**config.mk**
```make
export PLATFORM = sky130hd
export DESIGN_NAME = muldiv_sequencer
export DESIGN_NICKNAME = d
export VERILOG_FILES = /design/src/rtl/muldiv_sequencer.sv
export SDC_FILE = /design/constraint.sdc
export NUM_CORES = 1
export LEC_CHECK = 0
export BUFFER_PORTS_ARGS = -buffer_cell sky130_fd_sc_hd__buf_2
export CORE_AREA = 2 2 246 248
export CTS_CLUSTER_SIZE = 12
export DETAILED_ROUTE_END_ITERATION = 6
export DIE_AREA = 0 0 248 250
export PLACE_DENSITY = 0.61
export SLEW_MARGIN = 20
export SYNTH_ARGS = -nofsm -noshare
export SYNTH_HDL_FRONTEND = slang
export SYNTH_SLANG_ARGS = --single-unit
```
**constraint.sdc**
```tcl
create_clock -name CLK -period 14.9 [get_ports CLK]
set_input_delay 0.745 -clock CLK [delete_from_list [all_inputs] [get_ports CLK]]
set_output_delay 0.745 -clock CLK [all_outputs]
set_load 0.02 [all_outputs]
```
**src/rtl/muldiv_sequencer.sv**
```systemverilog
// Iterative RV32M multiply/divide unit: one radix-2 step per cycle over 32 cycles.
// Operands are latched at issue; RESULT/TAG_OUT are registered on entry to DONE.
module muldiv_sequencer #(
    parameter bit BYPASS_TRIVIAL = 1'b1
) (
    input  logic        CLK,
    input  logic        RESET,
    input  logic        START,
    input  logic [4:0]  SELECT,
    input  logic [31:0] DATA1,
    input  logic [31:0] DATA2,
    input  logic [4:0]  TAG_IN,
    input  logic        FLUSH,
    output logic        BUSY,
    output logic        RESULT_VALID,
    output logic [31:0] RESULT,
    output logic [4:0]  TAG_OUT
);
    typedef enum logic [1:0] {IDLE, CALC, DONE} state_t;

    localparam logic [4:0] SEL_MUL    = 5'b01011;
    localparam logic [4:0] SEL_MULH   = 5'b01100;
    localparam logic [4:0] SEL_MULHSU = 5'b01101;
    localparam logic [4:0] SEL_DIV    = 5'b01111;
    localparam logic [4:0] SEL_DIVU   = 5'b10000;
    localparam logic [4:0] SEL_REM    = 5'b10001;
    localparam logic [4:0] SEL_REMU   = 5'b10010;

    state_t      state_q, state_d;
    logic [4:0]  cnt_q, cnt_d;
    logic [31:0] a_q, a_d, b_q, b_d;
    logic [4:0]  sel_q, sel_d, tag_q, tag_d;
    logic [63:0] acc_q, acc_d;
    logic [31:0] result_q, result_d;
    logic [4:0]  tag_out_q, tag_out_d;

    logic [31:0] mag_a, mag_b, diff;
    logic [32:0] sum;
    logic [63:0] acc_step;

    function automatic logic sel_valid(input logic [4:0] sel);
        return (sel >= SEL_MUL) && (sel <= SEL_REMU);
    endfunction

    function automatic logic is_div(input logic [4:0] sel);
        return sel >= SEL_DIV;
    endfunction

    function automatic logic a_signed(input logic [4:0] sel);
        return (sel == SEL_MUL) || (sel == SEL_MULH) || (sel == SEL_MULHSU) ||
               (sel == SEL_DIV) || (sel == SEL_REM);
    endfunction

    function automatic logic b_signed(input logic [4:0] sel);
        return (sel == SEL_MUL) || (sel == SEL_MULH) || (sel == SEL_DIV) || (sel == SEL_REM);
    endfunction

    function automatic logic [31:0] abs32(input logic [31:0] v, input logic signed_op);
        return (signed_op && v[31]) ? (~v + 32'd1) : v;
    endfunction

    function automatic logic is_trivial(input logic [4:0] sel, input logic [31:0] a,
                                        input logic [31:0] b);
        return is_div(sel) && ((b == 32'd0) ||
               (((sel == SEL_DIV) || (sel == SEL_REM)) &&
                (a == 32'h8000_0000) && (b == 32'hFFFF_FFFF)));
    endfunction

    function automatic logic [31:0] trivial_result(input logic [4:0] sel, input logic [31:0] a,
                                                   input logic [31:0] b);
        if (b == 32'd0)
            return ((sel == SEL_DIV) || (sel == SEL_DIVU)) ? 32'hFFFF_FFFF : a;
        return (sel == SEL_DIV) ? 32'h8000_0000 : 32'd0;
    endfunction

    // Sign-correct the magnitude result held in acc ({remainder, quotient} for divides).
    function automatic logic [31:0] finalize(input logic [4:0] sel, input logic [31:0] a,
                                             input logic [31:0] b, input logic [63:0] acc);
        logic [63:0] p;
        if (!is_div(sel)) begin
            p = ((a_signed(sel) & a[31]) ^ (b_signed(sel) & b[31])) ? (~acc + 64'd1) : acc;
            return (sel == SEL_MUL) ? p[31:0] : p[63:32];
        end
        if (is_trivial(sel, a, b)) return trivial_result(sel, a, b);
        case (sel)
            SEL_DIV:  return (a[31] ^ b[31]) ? (~acc[31:0] + 32'd1) : acc[31:0];
            SEL_DIVU: return acc[31:0];
            SEL_REM:  return a[31] ? (~acc[63:32] + 32'd1) : acc[63:32];
            default:  return acc[63:32];
        endcase
    endfunction

    always_comb begin
        mag_a    = abs32(a_q, a_signed(sel_q));
        mag_b    = abs32(b_q, b_signed(sel_q));
        sum      = {1'b0, acc_q[63:32]} + (acc_q[0] ? {1'b0, mag_a} : 33'd0);
        diff     = acc_q[62:31] - mag_b;
        acc_step = {sum, acc_q[31:1]};
        if (is_div(sel_q)) begin
            // Restoring step: shift remainder left by one dividend bit, subtract if it fits.
            if (acc_q[63:31] >= {1'b0, mag_b})
                acc_step = {diff, acc_q[30:0], 1'b1};
            else
                acc_step = {acc_q[62:0], 1'b0};
        end

        state_d   = state_q;
        cnt_d     = cnt_q;
        a_d       = a_q;
        b_d       = b_q;
        sel_d     = sel_q;
        tag_d     = tag_q;
        acc_d     = acc_q;
        result_d  = result_q;
        tag_out_d = tag_out_q;

        case (state_q)
            IDLE: begin
                if (START && !FLUSH && sel_valid(SELECT)) begin
                    a_d   = DATA1;
                    b_d   = DATA2;
                    sel_d = SELECT;
                    tag_d = TAG_IN;
                    cnt_d = 5'd0;
                    acc_d = is_div(SELECT) ? {32'd0, abs32(DATA1, a_signed(SELECT))}
                                           : {32'd0, abs32(DATA2, b_signed(SELECT))};
                    if (BYPASS_TRIVIAL && is_trivial(SELECT, DATA1, DATA2)) begin
                        state_d   = DONE;
                        result_d  = trivial_result(SELECT, DATA1, DATA2);
                        tag_out_d = TAG_IN;
                    end else begin
                        state_d = CALC;
                    end
                end
            end
            CALC: begin
                if (FLUSH) begin
                    state_d = IDLE;
                end else begin
                    acc_d = acc_step;
                    cnt_d = cnt_q + 5'd1;
                    if (cnt_q == 5'd31) begin
                        state_d   = DONE;
                        result_d  = finalize(sel_q, a_q, b_q, acc_step);
                        tag_out_d = tag_q;
                    end
                end
            end
            DONE:    state_d = IDLE;
            default: state_d = IDLE;
        endcase
    end

    always_ff @(posedge CLK or negedge RESET) begin
        if (!RESET) begin
            state_q   <= IDLE;
            cnt_q     <= 5'd0;
            a_q       <= 32'd0;
            b_q       <= 32'd0;
            sel_q     <= 5'd0;
            tag_q     <= 5'd0;
            acc_q     <= 64'd0;
            result_q  <= 32'd0;
            tag_out_q <= 5'd0;
        end else begin
            state_q   <= state_d;
            cnt_q     <= cnt_d;
            a_q       <= a_d;
            b_q       <= b_d;
            sel_q     <= sel_d;
            tag_q     <= tag_d;
            acc_q     <= acc_d;
            result_q  <= result_d;
            tag_out_q <= tag_out_d;
        end
    end

    assign BUSY         = (state_q != IDLE);
    assign RESULT_VALID = (state_q == DONE) && !FLUSH;
    assign RESULT       = result_q;
    assign TAG_OUT      = tag_out_q;
endmodule
```
==> results.json <==
{
  "synth_edf_count": 0,
  "syn_inst": 2755,
  "rsz0062_at_grt": "no",
  "synthArstFlopShare_pct": 100,
  "synth_ff_type": "dfrtp_1",
  "clock_skew_ns": 0.0163,
  "cts_buffer_depth": 2,
  "area_growth_pct": 9.46,
  "synth.distinct_cells": 108,
  "syn_avg_cell_area_um2": 7.45,
  "grt_max_degree": 75,
  "final_common_cell": "o21ai_0",
  "post_cts_buffers": 0,
  "drive_above_1_share_pct": 12.3,
  "drc": 0,
  "syn_nets": 2909,
  "outcome": "finished clean",
  "p_int_uw": 1990,
  "start_util_pct": 34.4,
  "total_power_uw": 4660,
  "n_fill_cell": 6273,
  "crit_buf_inv": 0,
  "ctsHoldBuffers": 0,
  "nets": 2921,
  "dieArea_mm2": 0.0620,
  "track_usage_pct": 30.9,
  "grt_pass1_wl_mm": 142,
  "maxSlewHeadroom_pct": 13.0,
  "cts_tree": "yes",
  "yosysWarnings": 0,
  "ys_ff_latch": 182,
  "die_w_um": 248,
  "vias": 22800,
  "pwr-share-seq_pct": 19.3,
  "routed_via_density": 6.40,
  "p_clk_share_pct": 10.7,
  "timing.final.crit_period_ns": 9.04,
  "swShare_pct": 57.4,
  "power.leakage_uw": 0.00902,
  "ios": 117,
  "crit_type": "flop to flop",
  "p_sw_uw": 2670,
  "core_area_mm2": 0.0596,
  "drtIter0Drc": 3086,
  "yosysSeqAreaShare_pct": 22.2,
  "cts_root_buffer": "clkbuf_16",
  "cp_data_required_time_ns": 15.29,
  "final_cell_mix": "309 x o21ai_0, 303 x nand2_1, 236 x a21oi_1, 224 x nor2_1, 181 x dfrtp_1",
  "ant_nets": 0,
  "place_congestion": 1.05,
  "cts_resized": 0,
  "crit_path_start_kind": "flop",
  "stdcell_count": 3565,
  "worst_pin_slew_ns": 1.29,
  "synthesis.area_mm2": 0.0205,
  "wirelength_mm": 96.9,
  "endpoint_kind": "flop",
  "clkSinkCount": 182,
  "p_per_area_mw_per_mm2": 208,
  "portBuffers": 116,
  "wl_per_cell_um": 27.2,
  "irDropWorstVdd_mv": 0.136,
  "drv_cap": 0,
  "dpl.hpwl_mm": 74.3,
  "slowest_stage": "o41ai_1",
  "setup_viol": 0,
  "fin_tns_setup_ns": 0,
  "dpl.cell_count": 3530,
  "drtPass1Iterations": 6,
  "antenna_found_initial": 2,
  "clock_latency_ns": 0.49,
  "cts_inserted_buffers": 17,
  "grt_pass1_vias": 21100,
  "hp-class": "input pin to async pin",
  "cpPeakStageDelay_ns": 0.79,
  "crit_family": "compound AO/OA/AOI/OAI gates",
  "hold_violations": 0,
  "post-route-period-util_pct": 60.7,
  "clock.fmax_mhz": 111,
  "rows": 90,
  "crit_fanout": 16,
  "slew_viol_final": 0,
  "p_comb_share_pct": 70.0,
  "die_h_um": 250,
  "layout_setup_ws_ns": 5.86,
  "htreeDepth": 4,
  "critical_path_arrival_ns": 9.42,
  "pre_cts_slack_ns": 6.15,
  "fin_util_pct": 37.7,
  "clk_pin_slew_worst_paths_ns": 0.08,
  "globalRouteOverflowTotal": 0
}
-- flip-flops by register name, indices dropped and copies added, names as in the netlist --
| signal | count |
|---|---|
| a_q | 32 |
| tag_q | 5 |
| b_q | 32 |
| acc_q | 64 |
| RESULT | 32 |
| sel_q | 5 |
| state_q | 2 |
| TAG_OUT | 5 |
| cnt_q | 5 |
-- kinds of logic after synthesis --
logic type | synth area share [%]
AND/OR/NAND/NOR | 23.4
AO/OA/AOI/OAI | 28.9
XOR/XNOR | 10.2
buffers and inverters | 4.43
flip-flops | 22.2
multiplexers | 6.21
adder cells (fa/ha/maj) | 4.71
-- worst paths after layout --
check	startpoint	endpoint	slack, ns	depth (start not counted)
max in group asynchronous	RESET	acc_q[48]$_DFFE_PN0P_	13.35	2
hold reg to reg	RESULT[9]$_DFFE_PN0P_	RESULT[9]$_DFFE_PN0P_	0.47	2
setup reg to reg	b_q[3]$_DFFE_PN0P_	RESULT[14]$_DFFE_PN0P_	5.86	26
hold / removal	RESET	TAG_OUT[0]$_DFFE_PN0P_	0.23	1
setup / recovery	b_q[3]$_DFFE_PN0P_	RESULT[14]$_DFFE_PN0P_	5.86	26
min in group CLK	RESULT[9]$_DFFE_PN0P_	RESULT[9]$_DFFE_PN0P_	0.47	2
-- synth_stat cells (16+ instances only) --
| cell | count | share of area [%] |
|---|---|---|
| a211oi_1 | 22 | 0.81 |
| a21o_1 | 35 | 1.3 |
| a21oi_1 | 237 | 5.8 |
| a31oi_1 | 44 | 1.3 |
| and2_1 | 44 | 1.3 |
| and3_1 | 20 | 0.61 |
| buf_2 | 25 | 0.61 |
| clkbuf_1 | 136 | 2.5 |
| dfrtp_1 | 182 | 22 |
| ha_1 | 74 | 4.5 |
| inv_1 | 46 | 0.84 |
| mux2_2 | 74 | 4.1 |
| mux2i_1 | 44 | 2.1 |
| nand2_1 | 304 | 5.6 |
| nand2b_1 | 19 | 0.58 |
| nand3_1 | 79 | 1.9 |
| nand4_1 | 50 | 1.5 |
| nor2_1 | 227 | 4.2 |
| nor2b_1 | 16 | 0.49 |
| nor3_1 | 58 | 1.4 |
| nor4_1 | 25 | 0.76 |
| o211ai_1 | 21 | 0.77 |
| o21ai_0 | 310 | 7.6 |
| o221ai_1 | 26 | 1.1 |
| o31ai_1 | 50 | 1.8 |
| or3_1 | 42 | 1.3 |
| or4_1 | 25 | 0.91 |
| xnor2_1 | 132 | 5.6 |
| xor2_1 | 106 | 4.5 |
-- through the flow --
stage,hold WS (ns),area (um2)
floorplan,0.449,20500
global placement,0.459,21800
detailed placement,0.463,21800
CTS,0.251,22400
global route,0.269,22400
finish,0.227,22500
-- power by group through the flow --
stage | logic [uW] | clock network, uW | registers [uW]
after floorplan | 2220 | 0 | 745
after global placement | 3140 | 0 | 890
final | 3260 | 499 | 898
after detailed placement | 3120 | 0 | 893
after global routing | 3470 | 517 | 906
after CTS | 3140 | 500 | 883
-- layout make-up --
| type | count | area (um2) | area share (%) |
|---|---|---|---|
| timing repair buffer | 170 | 995 | 4.43 |
| clock inverter | 12 | 158 | 0.702 |
| tap | 782 | 978 | 4.36 |
| inverter | 46 | 173 | 0.769 |
| antenna | 3 | 7.51 | 0.0334 |
| sequential | 182 | 4560 | 20.3 |
| clock buffer | 20 | 447 | 1.99 |
| multi-input combinational | 2350 | 15100 | 67.4 |
-- routing by layer --
layer | GRT usage, % | vias to the layer above | part of all wire, % | wire length (um)
met5 | 0 | - | 0 | 0
met4 | 21.8 | 0 | 8.3 | 8060
met3 | 5.90 | 337 | 9.7 | 9360
met2 | 45.6 | 1366 | 43 | 41500
met1 | 40.1 | 10900 | 39 | 37900
li1 | - | 10200 | - | -
No activity file was read; power rests on OpenSTA's default activity.
